--- config.mk ---
export PLATFORM = sky130hd
export DESIGN_NAME = sm83_datapath
export DESIGN_NICKNAME = d
export VERILOG_FILES = /design/src/rtl/sm83_pkg.sv /design/src/rtl/sm83_regfile.sv /design/src/rtl/sm83_datapath.sv
export SDC_FILE = /design/constraint.sdc
export NUM_CORES = 1
export LEC_CHECK = 0
export BUFFER_PORTS_ARGS = -buffer_cell sky130_fd_sc_hd__buf_2
export CAP_MARGIN = 20
export CORE_ASPECT_RATIO = 0.8
export CORE_UTILIZATION = 55
export DETAILED_ROUTE_END_ITERATION = 10
export GPL_TIMING_DRIVEN = 0
export PLACE_DENSITY = 0.77
export SYNTH_ARGS = -nofsm -noshare
export SYNTH_HDL_FRONTEND = slang
export SYNTH_SLANG_ARGS = --single-unit
--- constraint.sdc ---
create_clock -name clk -period 3.4 [get_ports clk]
set_input_delay 0.68 -clock clk [delete_from_list [all_inputs] [get_ports clk]]
set_output_delay 0.68 -clock clk [all_outputs]
set_load 0.01 [all_outputs]
--- src/rtl/sm83_pkg.sv ---
// rtl/sm83_pkg.sv - shared types and constants for the SM83 datapath
package sm83_pkg;

  typedef enum logic [1:0] {
    ADDR_PC   = 2'd0,
    ADDR_GP16 = 2'd1,
    ADDR_WZ   = 2'd2
  } addr_sel_t;

  typedef enum logic [2:0] {
    R8_B     = 3'd0,
    R8_C     = 3'd1,
    R8_D     = 3'd2,
    R8_E     = 3'd3,
    R8_H     = 3'd4,
    R8_L     = 3'd5,
    R8_HLPTR = 3'd6,
    R8_A     = 3'd7
  } r8_sel_t;

  // SP is reserved and routes the bus to PC until a stack pointer exists.
  typedef enum logic [1:0] {
    R16_BC = 2'd0,
    R16_DE = 2'd1,
    R16_HL = 2'd2,
    R16_SP = 2'd3
  } r16_sel_t;

  localparam int FLAG_Z = 7;
  localparam int FLAG_N = 6;
  localparam int FLAG_H = 5;
  localparam int FLAG_C = 4;

endpackage

--- src/rtl/sm83_regfile.sv ---
// rtl/sm83_regfile.sv - SM83 8-bit register file (B,C,D,E,H,L,A) plus F
module sm83_regfile
  import sm83_pkg::*;
(
  input  logic        clk,
  input  logic        rst_n,
  input  logic        i_we,
  input  r8_sel_t     i_wsel,
  input  logic [7:0]  i_wdata,
  input  logic        i_flags_we,
  input  logic [3:0]  i_flags,
  input  r8_sel_t     i_src_sel,
  input  r16_sel_t    i_r16_sel,
  output logic [7:0]  o_src_data,
  output logic [7:0]  o_a_data,
  output logic [15:0] o_pair_data,
  output logic [3:0]  o_flags
);

  // Slot 6 (HLPTR) is never written, so it always reads back as zero.
  logic [7:0] r_regs [0:7];
  logic [3:0] r_f;
  logic [7:0] w_f_full;

  always_ff @(posedge clk or negedge rst_n) begin
    if (!rst_n) begin
      for (int i = 0; i < 8; i++) r_regs[i] <= 8'h00;
      r_f <= 4'h0;
    end else begin
      if (i_we && (i_wsel != R8_HLPTR)) r_regs[i_wsel] <= i_wdata;
      if (i_flags_we) r_f <= i_flags;
    end
  end

  assign w_f_full   = {r_f, 4'h0};
  assign o_flags    = w_f_full[FLAG_Z:FLAG_C];
  assign o_src_data = r_regs[i_src_sel];
  assign o_a_data   = r_regs[R8_A];

  always_comb begin
    o_pair_data = 16'h0000;
    case (i_r16_sel)
      R16_BC:  o_pair_data = {r_regs[R8_B], r_regs[R8_C]};
      R16_DE:  o_pair_data = {r_regs[R8_D], r_regs[R8_E]};
      R16_HL:  o_pair_data = {r_regs[R8_H], r_regs[R8_L]};
      default: o_pair_data = 16'h0000;
    endcase
  end

endmodule

--- src/rtl/sm83_datapath.sv ---
// rtl/sm83_datapath.sv - SM83 architectural state and bus address/ALU operand muxing
module sm83_datapath
  import sm83_pkg::*;
#(
  parameter logic [15:0] RESET_PC = 16'h0000,
  parameter logic [7:0]  RESET_IR = 8'h00
) (
  input  logic        clk,
  input  logic        rst_n,
  input  addr_sel_t   i_addr_sel,
  input  logic        i_inc_pc,
  input  logic        i_mem_to_ir,
  input  logic        i_mem_to_z,
  input  logic        i_mem_to_w,
  input  logic        i_mem_to_r8,
  input  logic        i_capture_alu_res,
  input  logic        i_r8_to_alu_op1,
  input  logic        i_update_flags,
  input  logic        i_r8_to_mem,
  input  logic        i_z_to_mem,
  input  logic        i_halt,
  input  r8_sel_t     i_dst_sel,
  input  r8_sel_t     i_src_sel,
  input  r16_sel_t    i_r16_sel,
  input  logic [7:0]  i_mem_rdata,
  input  logic [7:0]  i_alu_res,
  input  logic [3:0]  i_alu_flags,
  output logic [15:0] o_mem_addr,
  output logic [7:0]  o_mem_wdata,
  output logic        o_mem_we,
  output logic [7:0]  o_alu_a,
  output logic [7:0]  o_alu_b,
  output logic [3:0]  o_flags,
  output logic [7:0]  o_ir,
  output logic [15:0] o_pc
);

  logic [15:0] r_pc;
  logic [7:0]  r_ir;
  logic [7:0]  r_z;
  logic [7:0]  r_w;
  logic        w_r8_we;
  logic [7:0]  w_r8_wdata;
  logic [7:0]  w_src_data;
  logic [7:0]  w_a_data;
  logic [15:0] w_pair_data;

  always_ff @(posedge clk or negedge rst_n) begin
    if (!rst_n) begin
      r_pc <= RESET_PC;
      r_ir <= RESET_IR;
      r_z  <= 8'h00;
      r_w  <= 8'h00;
    end else begin
      if (i_inc_pc && !i_halt)    r_pc <= r_pc + 16'd1;
      if (i_mem_to_ir && !i_halt) r_ir <= i_mem_rdata;
      if (i_mem_to_z)             r_z  <= i_mem_rdata;
      if (i_mem_to_w)             r_w  <= i_mem_rdata;
    end
  end

  // ALU result beats memory data when both target the register file.
  assign w_r8_we    = i_capture_alu_res | i_mem_to_r8;
  assign w_r8_wdata = i_capture_alu_res ? i_alu_res : i_mem_rdata;

  sm83_regfile u_regfile (
    .clk         (clk),
    .rst_n       (rst_n),
    .i_we        (w_r8_we),
    .i_wsel      (i_dst_sel),
    .i_wdata     (w_r8_wdata),
    .i_flags_we  (i_update_flags),
    .i_flags     (i_alu_flags),
    .i_src_sel   (i_src_sel),
    .i_r16_sel   (i_r16_sel),
    .o_src_data  (w_src_data),
    .o_a_data    (w_a_data),
    .o_pair_data (w_pair_data),
    .o_flags     (o_flags)
  );

  always_comb begin
    o_mem_addr = r_pc;
    case (i_addr_sel)
      ADDR_PC:   o_mem_addr = r_pc;
      ADDR_GP16: o_mem_addr = (i_r16_sel == R16_SP) ? r_pc : w_pair_data;
      ADDR_WZ:   o_mem_addr = {r_w, r_z};
      default:   o_mem_addr = r_pc;
    endcase
  end

  assign o_mem_we    = rst_n & (i_r8_to_mem | i_z_to_mem);
  assign o_mem_wdata = i_r8_to_mem ? w_src_data : r_z;
  assign o_alu_a     = (i_r8_to_alu_op1 && (i_src_sel != R8_HLPTR)) ? w_src_data : r_z;
  assign o_alu_b     = w_a_data;
  assign o_ir        = r_ir;
  assign o_pc        = r_pc;

endmodule

==> impl_metrics.py <==
metrics = {
    "layout": {
        "num-fill-cells": 788,
        "final-seq-area_sq_mm": 0.002703,
        "antenna_cells_inserted": 0,
        "area_delta_synth_final_pct": 18.71,
        "layout-drive-gt1-share_pct": 37.54,
        "design.final.nets": 683,
        "multiInputGateArea_sq_mm": 0.002698,
        "layout.core_utilization_pct": 68.67,
        "final_design_area_no_fill_sq_mm": 0.006764,
    },
    "clocking": {
        "cts_made_buffers": 9,
        "clock_path_buffers": 2,
        "ctsHoldBuffers": 0,
        "ctsHtreeMaxLevel": 3,
        "insertion_delay_ns": 0.36,
        "cts.repair.resized": 0,
        "cts_tree": "done",
        "cts.root.buffer_cell": "clkbuf_16",
        "cts_setup_buffers": 0,
        "clk_transition_reported_paths_ns": 0.07,
        "numClockSinks": 108,
    },
    "power_and_ir_drop": {
        "leakagePower_nw": 3.171,
        "combinationalPowerShare_pct": 24.4,
        "total_net_switching_power_mw": 1.181,
        "max-vdd-ir-drop_mv": 0.2937,
        "p_per_area_mw_per_mm2": 557.1,
        "internal_power_component_mw": 2.587,
        "swShare_pct": 31.35,
        "total_power_mw": 3.768,
        "clock_share_of_power_pct": 30.6,
        "sequentialPowerShare_pct": 45.0,
    },
    "detailed_routing": {
        "finalWirelength_um": 14740,
        "wl_per_cell_um": 18.94,
        "vias_per_cell": 5.850,
        "drt.antenna.violating_nets": 0,
        "number_of_iterations_in_the_first_detailed_routing_pass": 5,
        "vias": 4551,
        "detail_route.drc_violations": 0,
        "drtIter0Drc": 352,
    },
    "setup_path": {
        "max_stage_delay_ns": 0.45,
        "critical_path.top_delay_family": "buffers and inverters",
        "critPathRequiredTime_ns": 2.72,
        "timing.critical_path.fanout_max": 10,
        "crit_path_cell_trace": "buf_2, inv_1, ha_1, clkbuf_1, clkbuf_1, a221oi_1, o21ai_0, buf_2",
        "kind_of_end_point_of_the_critical_path": "output port",
        "cp.arrival_ns": 2.47,
        "critical-path-slowest-cell": "clkbuf_1",
        "critical_path_buf_inv_count": 5,
        "crit_path_start_kind": "primary input",
        "timing.setup.critical_path_class": "primary input to output port",
    },
    "floorplanning": {
        "chipHeight_um": 93.04,
        "chipWidth_um": 115.8,
        "i_o_pin_total": 112,
        "num_rows": 32,
        "core_sq_mm": 0.009849,
        "initial_core_util_pct": 57.85,
        "fp.dieArea_sq_mm": 0.01077,
    },
    "synth": {
        "count_of_distinct_cell_types_in_the_synthesized_netlist": 44,
        "mappedNetlistArea_sq_mm": 0.005698,
        "dominantRegCellSynth": "dfrtp_1",
        "syn-mean-instance-area_sq_um": 11.00,
        "yosys_warnings": 0,
        "synth-seq-area-share_pct": 47.43,
        "synth.ff_latch_count": 108,
        "yosys.area.top_type_share_pct": 47.43,
        "postSynthCellCount": 518,
        "number_of_enable_type_register_cells_in_the_synthesized_netlist": 0,
        "post_synthesis_async_set_or_reset_flop_share_pct": 100.0,
        "post-synth-top-area-cell": "dfrtp_1",
        "post_synth_main_area_contributors": "dfrtp_1 (47%), mux2_2 (9.5%), mux2i_1 (7.0%)",
        "mappedNetlistNets": 564,
    },
    "sta": {
        "clock.fmax_mhz": 317.0,
        "fin_worst_skew_ns": 0.006585,
        "report.final.setup_viol": 0,
        "slew_headroom_pct": 50.00,
        "slew_violations": 0,
        "rsz0062_at_grt": "no",
        "fin_worst_hold_slack_ns": 0.2959,
        "layout_worst_path_cycle_share_pct": 92.77,
        "min_period_ns": 3.154,
        "timing_worst_slew_pin_value_ns": 0.7292,
        "number_of_endpoints_with_negative_hold_slack_in_the_final_report": 0,
    },
    "flow_run": {
        "cap_violations": 0,
    },
    "grt": {
        "grt_max_degree": 73,
        "grt_antenna_before_repair": 0,
        "first_global_vias": 4470,
        "grt_usage_pct": 29.28,
        "global_route_wire_length_before_repair_um": 23340,
        "overflow": 0,
    },
    "placement": {
        "place_hpwl_um": 11110,
        "total_placed_instance_area_sq_mm": 0.006434,
        "gp_routability_congestion": 0.9278,
        "portBuffers": 107,
    },
    "worst_hold_path": {
        "holdCritPathClass": "primary input to async pin",
    },
    "status": {
        "status": "finished, final reports clean",
    },
}
[Yosys cell counts (2+ instances only)]
master and number:
a21oi_1 32, a221oi_1 16, a221oi_2 8, a31oi_1 2, and3_1 2, buf_12 2, buf_2 11, buf_4 9
buf_6 3, clkbuf_1 20, dfrtp_1 108, ha_1 3, inv_1 3, mux2_2 48, mux2_4 12, mux2i_1 40
nand2_1 44, nand2b_1 5, nand3_1 4, nand4_1 4, nor2_1 55, nor2_2 3, nor2b_1 2, o21ai_0 26
o21ai_1 10, o21ai_2 7, o22ai_2 8, or3_1 2, xnor2_1 11, xor2_1 4
[cells in the final DEF, fill, tap and decap left out, types with 3 or more instances in the layout]
| cell | count |
|---|---|
| nand4_1 | 4 |
| mux2i_1 | 40 |
| buf_2 | 117 |
| a21oi_1 | 32 |
| dfrtp_1 | 108 |
| mux2_2 | 48 |
| xor2_1 | 4 |
| nor2_2 | 3 |
| nand2b_1 | 5 |
| clkbuf_1 | 20 |
| clkbuf_16 | 9 |
| nand3_1 | 4 |
| ha_1 | 3 |
| xnor2_1 | 11 |
| mux2_4 | 12 |
| nor2_1 | 55 |
| nand2_1 | 44 |
| o21ai_1 | 10 |
| a221oi_2 | 8 |
| o21ai_0 | 26 |
| o21ai_2 | 7 |
| buf_6 | 3 |
| o22ai_2 | 8 |
| a221oi_1 | 16 |
| buf_4 | 10 |
| inv_1 | 3 |
[per-layer routing]
| layer | track usage, % | routed length (um) | share of wire, % |
|---|---|---|---|
| met5 | 0 | 0 | 0 |
| met4 | 9.081 | 282 | 1.9 |
| met3 | 5.638 | 893 | 6.1 |
| met2 | 46.88 | 7065 | 48 |
| met1 | 40.31 | 6495 | 44 |
[flip-flops by register name (all words and copies together), names as in the netlist]
signal,cells
u_regfile.r_regs,56
o_pc,16
o_ir,8
r_w,8
r_z,8
u_regfile.o_a_data,8
u_regfile.o_flags,4
[power groups by stage]
stage | Combinational [mW] | Clock (mW) | Sequential, mW
after floorplan | 0.589 | 0 | 1.67
after global placement | 0.882 | 0 | 1.70
after detailed placement | 0.915 | 0 | 1.71
after CTS | 0.923 | 1.17 | 1.69
after global routing | 1.02 | 1.22 | 1.72
final | 0.919 | 1.15 | 1.69
[logic make-up after synthesis]
kind of cell	Yosys count	share of synthesized area, %
AOI/OAI and AO/OA	114	14.51
xor gates and xnor gates	15	2.306
adders and majority gates	3	0.6588
buffers and inverters	49	5.226
DFF	108	47.43
muxes	101	19.87
and+or+nand+nor	128	9.991
[stage by stage]
step           TNS [ns]  worst slack (ns)  instances
2_1_floorplan         0            0.8671        518
3_3_place_gp    -0.1579           -0.1579        761
3_5_place_dp          0            0.3647        762
4_1_cts               0            0.3582        778
5_1_grt               0            0.1473        778
6_report              0            0.2457        778
[path summary, 6_finish.rpt]
kind	startpoint	end	slack [ns]	depth (start not counted)
worst max register to register	o_pc[0]	o_pc[6]	1.74	5
min in group clk	u_regfile.r_regs[15]	u_regfile.r_regs[15]	0.46	1
worst max-delay path	i_addr_sel[0]	o_mem_addr[12]	0.25	8
worst min register to register	u_regfile.r_regs[15]	u_regfile.r_regs[15]	0.46	1
worst min-delay path	rst_n	u_regfile.o_a_data[6]	0.30	1
max in group asynchronous	rst_n	u_regfile.r_regs[58]	2.39	2
[layout make-up]
| class | count | area share, % |
|---|---|---|
| Timing Repair Buffer | 108 | 8.361 |
| Sequential cell | 108 | 39.96 |
| Tap cell | 136 | 2.516 |
| Buffer | 46 | 4.236 |
| Inverter | 3 | 0.1665 |
| Clock inverter | 7 | 1.554 |
| Clock buffer | 9 | 3.330 |
| Multi-Input combinational cell | 361 | 39.88 |
(Power assumes the default switching activity.)
